### config.mk
export PLATFORM = sky130hd
export DESIGN_NAME = mem_arbiter
export DESIGN_NICKNAME = d
export VERILOG_FILES = /design/src/rtl/mem_arbiter_pkg.sv /design/src/rtl/mem_rr_grant.sv /design/src/rtl/mem_arbiter.sv
export SDC_FILE = /design/constraint.sdc
export NUM_CORES = 1
export LEC_CHECK = 0
export CAP_MARGIN = 20
export CORE_MARGIN = 10
export CORE_UTILIZATION = 50
export DETAILED_ROUTE_END_ITERATION = 10
export DONT_BUFFER_PORTS = 1
export GPL_ROUTABILITY_DRIVEN = 0
export MAX_ROUTING_LAYER = met4
export PLACE_DENSITY = 0.74
export SLEW_MARGIN = 20
export SYNTH_ARGS = -nofsm -noshare
export SYNTH_HDL_FRONTEND = slang
export SYNTH_HIERARCHICAL = 1
export SYNTH_SLANG_ARGS = --single-unit
### constraint.sdc
create_clock -name clk -period 3.1 [get_ports clk]
set_input_delay 0.31 -clock clk [delete_from_list [all_inputs] [get_ports clk]]
set_output_delay 0.31 -clock clk [all_outputs]
set_load 0.005 [all_outputs]
### src/rtl/mem_arbiter_pkg.sv
// rtl/mem_arbiter_pkg.sv - shared types and constants for the cache-to-RAM arbiter
package mem_arbiter_pkg;

    typedef enum logic [2:0] {
        ST_IDLE     = 3'd0,
        ST_RD_ISSUE = 3'd1,
        ST_RD_DRAIN = 3'd2,
        ST_WR       = 3'd3,
        ST_DONE     = 3'd4
    } arb_state_t;

    localparam int DCACHE_PORT = 0;
    localparam int ICACHE_PORT = 1;
    localparam int WORD_BYTES  = 4;

    // Little-endian byte lane select: lane 0 is bits [7:0].
    function automatic logic [7:0] word_byte(input logic [31:0] word, input logic [1:0] idx);
        return word[{idx, 3'b000} +: 8];
    endfunction

endpackage

### src/rtl/mem_rr_grant.sv
// rtl/mem_rr_grant.sv - two-requester round-robin grant
module mem_rr_grant (
    input  logic [1:0] req,
    input  logic       last_grant,
    output logic       grant_valid,
    output logic       grant_id
);

    // A lone requester wins outright; on a tie the port not granted last time wins.
    always_comb begin
        grant_valid = |req;
        grant_id    = 1'b0;
        case (req)
            2'b01:   grant_id = 1'b0;
            2'b10:   grant_id = 1'b1;
            2'b11:   grant_id = ~last_grant;
            default: grant_id = 1'b0;
        endcase
    end

endmodule

### src/rtl/mem_arbiter.sv
// rtl/mem_arbiter.sv - serializes icache/dcache word requests onto a byte-wide RAM port
module mem_arbiter
    import mem_arbiter_pkg::*;
#(
    parameter int ADDR_WIDTH  = 32,
    parameter int RAM_LATENCY = 1
) (
    input  logic                    clk,
    input  logic                    rst,
    input  logic [3:0]              cache_rw_flag_i,
    input  logic [2*ADDR_WIDTH-1:0] cache_addr_i,
    input  logic [63:0]             cache_w_data_i,
    input  logic [7:0]              cache_w_mask_i,
    output logic [63:0]             cache_r_data_o,
    output logic [1:0]              cache_busy_o,
    output logic [1:0]              cache_done_o,
    output logic [ADDR_WIDTH-1:0]   ram_addr_o,
    output logic [7:0]              ram_w_data_o,
    output logic                    ram_we_o,
    output logic                    ram_re_o,
    input  logic [7:0]              ram_r_data_i
);

    localparam logic [1:0] DRAIN_LAST = 2'(RAM_LATENCY - 1);

    arb_state_t             state;
    logic                   last_grant;
    logic                   gid;
    logic [1:0]             cnt;
    logic [ADDR_WIDTH-1:0]  base;
    logic [31:0]            wdata;
    logic [3:0]             wmask;
    logic [1:0]             req;
    logic                   grant_valid;
    logic                   grant_id;
    logic [RAM_LATENCY-1:0] re_pipe;
    logic [1:0]             cap_cnt;

    // A port still showing its done pulse is ignored so its held flag cannot retrigger.
    always_comb begin
        req[0] = (|cache_rw_flag_i[1:0]) && !cache_done_o[0];
        req[1] = (|cache_rw_flag_i[3:2]) && !cache_done_o[1];
    end

    mem_rr_grant u_grant (
        .req         (req),
        .last_grant  (last_grant),
        .grant_valid (grant_valid),
        .grant_id    (grant_id)
    );

    // Transaction FSM: grant in IDLE, four byte beats, optional read drain, then one done cycle.
    always_ff @(posedge clk) begin
        if (rst) begin
            state        <= ST_IDLE;
            last_grant   <= 1'b1;
            gid          <= 1'b0;
            cnt          <= 2'd0;
            base         <= '0;
            wdata        <= 32'd0;
            wmask        <= 4'd0;
            cache_busy_o <= 2'b00;
            cache_done_o <= 2'b00;
            ram_addr_o   <= '0;
            ram_w_data_o <= 8'd0;
            ram_we_o     <= 1'b0;
            ram_re_o     <= 1'b0;
        end else begin
            cache_done_o <= 2'b00;
            case (state)
                ST_IDLE: begin
                    ram_we_o <= 1'b0;
                    ram_re_o <= 1'b0;
                    if (grant_valid) begin
                        gid                    <= grant_id;
                        last_grant             <= grant_id;
                        cnt                    <= 2'd0;
                        cache_busy_o[grant_id] <= 1'b1;
                        base  <= cache_addr_i[grant_id*ADDR_WIDTH +: ADDR_WIDTH] & ~ADDR_WIDTH'(3);
                        wdata <= cache_w_data_i[{grant_id, 5'b00000} +: 32];
                        wmask <= cache_w_mask_i[{grant_id, 2'b00} +: 4];
                        // The write bit wins, so flag 11 behaves as a write.
                        state <= cache_rw_flag_i[{grant_id, 1'b1}] ? ST_WR : ST_RD_ISSUE;
                    end
                end
                ST_RD_ISSUE, ST_WR: begin
                    ram_addr_o   <= base + ADDR_WIDTH'(cnt);
                    ram_re_o     <= (state == ST_RD_ISSUE);
                    ram_we_o     <= (state == ST_WR) && wmask[cnt];
                    ram_w_data_o <= (state == ST_WR) ? word_byte(wdata, cnt) : 8'd0;
                    cnt          <= cnt + 2'd1;
                    if (cnt == 2'd3) begin
                        state <= (state == ST_WR) ? ST_DONE : ST_RD_DRAIN;
                    end
                end
                ST_RD_DRAIN: begin
                    ram_re_o <= 1'b0;
                    if (cnt == DRAIN_LAST) begin
                        cnt   <= 2'd0;
                        state <= ST_DONE;
                    end else begin
                        cnt <= cnt + 2'd1;
                    end
                end
                ST_DONE: begin
                    ram_we_o          <= 1'b0;
                    ram_re_o          <= 1'b0;
                    cache_busy_o[gid] <= 1'b0;
                    cache_done_o[gid] <= 1'b1;
                    state             <= ST_IDLE;
                end
                default: state <= ST_IDLE;
            endcase
        end
    end

    // Read-return path: delay each issue strobe by the RAM latency and land bytes in order.
    always_ff @(posedge clk) begin
        if (rst) begin
            re_pipe        <= '0;
            cap_cnt        <= 2'd0;
            cache_r_data_o <= 64'd0;
        end else begin
            re_pipe <= RAM_LATENCY'({re_pipe, ram_re_o});
            if (re_pipe[RAM_LATENCY-1]) begin
                cache_r_data_o[{gid, cap_cnt, 3'b000} +: 8] <= ram_r_data_i;
                cap_cnt <= cap_cnt + 2'd1;
            end
        end
    end

endmodule

==> impl_metrics.toml <==
[run_status]
status = "finished clean"

[detailed_routing]
detailedRoute.firstPassIterationCount = 5
drt_wl_total_um = 20600
ant_nets = 0
routed_wire_per_std_cell_um = 20.6
detailroute.via_count = 6001
route.detailed.vias_per_inst = 6.00
route.detailed.drc = 0
detailedRoute.firstIterationViolations = 420

[timing]
maxClockFrequency_ghz = 0.348
fin_setup_tns_ns = 0
relative_slew_margins_pct = 39.7
fin_crit_ns = 2.87
grt_setup_unrepaired = "false"
final_clock_period_utilization_by_the_worst_path_pct = 92.6
clock_skew_ns = 0.00801
finalSetupViolations = 0
fin_hold_ws_ns = 0.0287
tightest_slew_ns = 0.902
final_max_slew_viol_count = 0
timing_hold_violations_final = 0

[power_and_ir_drop]
cellPowerDensity_nw_per_um2 = 931
power_leakage_nw = 3.02
vdd_drop_max_mv = 0.409
p_total_mw = 7.84

[cells_and_area]
stdcell_count = 1000
fillerInstances = 1354
final_nets = 955
multi_input_comb_area_sq_um = 3690
antenna_cell_count = 0
ff_latch_area_sq_um = 3720
areaGrowthSynthToFinish_pct = 8.67
post_route_cells_drive_above_1_share_pct = 7.76

[logic_synthesis]
netlist.top_cell.by_area = "dfxtp_1"
synthesis.nets = 1004
synth_area_sq_um = 7750
yosysTopAreaCellShare_pct = 48.0
combinational_family_with_the_most_area_after_synthesis = "compound AO/OA/AOI/OAI gates"
synthMuxAreaShare_pct = 13.6
synthAdderAreaFrac_pct = 0.968
yosys-top-cells-area = "dfxtp_1 48%, mux2i_1 11%, a211oi_1 6.4%"
synth_xor_xnor_area_share_pct = 0.113
yosys.cell_types.count = 47
synthArstFlopShare_pct = 0
post_synth_inst_count = 848
yosysSeqAreaShare_pct = 48.0
postSynthRegisterBits = 186
synth.yosys.warnings = 6
post_synth_and_or_nand_nor_area_fraction_pct = 15.7
synth_compound_area_share_pct = 16.7
post_synth_edffs = 0
syn-mean-instance-area_sq_um = 9.14
synthFlopType = "dfxtp_1"

[die]
io-pin-count = 260
placeableCoreArea_sq_um = 15200
die_area_sq_um = 20900
die_w_um = 145
fp-row-count = 45
floorplan.die.height_um = 145
initial_core_util_pct = 51.0

[clock_network]
cts_tree = "done"
cts_made_buffers = 17
h-tree-depth = 4
worst_setup_hold_path_clk_slew_ns = 0.07
cts-root-to-sink-buffers = 2
cts.root.buffer_cell = "clkbuf_16"
cts_num_sinks = 186
setup_bufs_post_cts = 0
clock_latency_reported_for_the_late_side_of_the_worst_skew_pair_ns = 0.42

[place]
dpl.cell_count = 962
hpwlAfterDp_um = 14300
place.port_buffers = 0

[setup_path]
worstPathRequired_ns = 3.42
cp-startpoint = "cap_cnt[0]"
wp_data_arrival_ns = 3.19
cp_num_buf_inv = 2
setup.worst_path.start_class = "flip-flop"
path_cells = "inv_1 -> ha_1 -> ha_1 -> or4b_2 -> o21ai_0 -> a21oi_1 -> dlygate4sd3_1"
path_class = "flip-flop to flip-flop"
cell_type_with_the_highest_occurrence_count_on_the_critical_path = "ha_1"
cpLargestDelayFamily = "simple AND/OR/NAND/NOR gates"
crit_fanout = 10
crit_slowest_cell = "or4b_2"
rr_startpoint = "cap_cnt[0]"
cp_slowest_stage_delay_ns = 0.75
critical_path.endpoint_type = "flip-flop"

[global_routing]
global_route.usage.total_pct = 19.6
number_of_antenna_violations_at_the_first_check_in_global_routing = 0
first_global_vias = 5791
grt_pass1_wl_um = 31600
gr-total-overflow = 0
grt_start_max_net_pins = 154

[min_path]
hold_path.class = "input pin to flip-flop"
hold_start = "ram_r_data_i[7]"

[job]
max_cap_violations = 0
cell type report:
class | instances | area share, %
sequential | 186 | 44.2
multi-input combinational | 573 | 43.8
clock buffer | 18 | 5.21
tap | 188 | 2.79
timing repair buffer | 14 | 1.93
clock inverter | 14 | 1.77
inverter | 7 | 0.312
synthesized netlist by cell type, drive strengths merged, types with 2 or more instances:
cell    number
dfxtp      186
nand2       85
nor2        84
mux2i       83
a21oi       79
a211oi      66
clkbuf      54
o21ai       45
nand3       32
buf         28
nand2b      12
a22oi        9
mux4         9
nor4         9
a31o         8
nand4        8
ha           6
inv          6
nor2b        6
nor3         6
or3b         3
and2         2
mux2         2
nor4b        2
or4b         2
power breakdown:
| group | switching [mW] | internal, mW |
|---|---|---|
| clock network | 1.01 | 1.17 |
| logic | 1.36 | 0.913 |
| registers | 0.456 | 2.95 |
registers in the layout, indices dropped and copies added (netlist names), 2 cells and up:
| name | count |
|---|---|
| cnt | 2 |
| cache_done_o | 2 |
| cap_cnt | 2 |
| wdata | 32 |
| state | 3 |
| base | 30 |
| ram_w_data_o | 8 |
| wmask | 4 |
| cache_busy_o | 2 |
| cache_r_data_o | 64 |
| ram_addr_o | 32 |
per-stage QoR:
stage                     setup slack (ns)  util, %  area [sq um]
after floorplan                      0.909        -          7750
after detailed placement             0.536     51.0          7750
after global routing                0.0262     55.4          8430
after global placement               0.578     51.0          7750
after CTS                            0.108     55.4          8420
final                                0.228     55.4          8430
cell families after synthesis:
family / after synthesis
adders and majority gates: 6
AOI/OAI and AO/OA: 212
and+or+nand+nor: 260
DFF: 186
muxes: 94
buffers and inverters: 89
xor gates and xnor gates: 1
path summary, 6_finish.rpt:
path / endpoint / slack, ns / cells past startpoint
max: cache_r_data_o[6] / 0.23 / 7
min: cache_r_data_o[7] / 0.03 / 2
max reg2reg: cache_r_data_o[6] / 0.23 / 7
min reg2reg: ram_addr_o[27] / 0.45 / 2
cells in the final DEF (no fill, tap or decap), types with 2 or more instances in the layout:
master and n:
dlygate4sd3_1 5, nor2_1 84, buf_4 6, nand4_1 8
a21oi_1 79, o21ai_0 45, nand2_1 85, mux2_2 2
clkinvlp_4 3, inv_6 4, clkbuf_16 17, a211oi_1 66
buf_12 2, mux4_2 9, or3b_2 2, nand3_1 32
inv_8 5, nor2b_1 5, nor4_1 8, mux2i_1 83
inv_1 6, nor3_1 6, a22oi_1 9, ha_1 6
or4b_2 2, dfxtp_1 186, a31o_1 8, and2_1 2
nand2b_1 11
routing by layer:
metal	routed length, um	track usage, %	share of wire, %
met1	8510	23.7	41
met2	9520	29.8	46
met3	2290	7.74	11
met5	0	-	0
met4	285	5.85	1.4
timing repair:
action | CTS | global route
resized for setup | 0 | 1
hold endpoints to repair | 158 | 0
setup endpoints to repair | 0 | 1
hold buffers | 6 | 0
No activity file was read; power rests on OpenSTA's default activity.
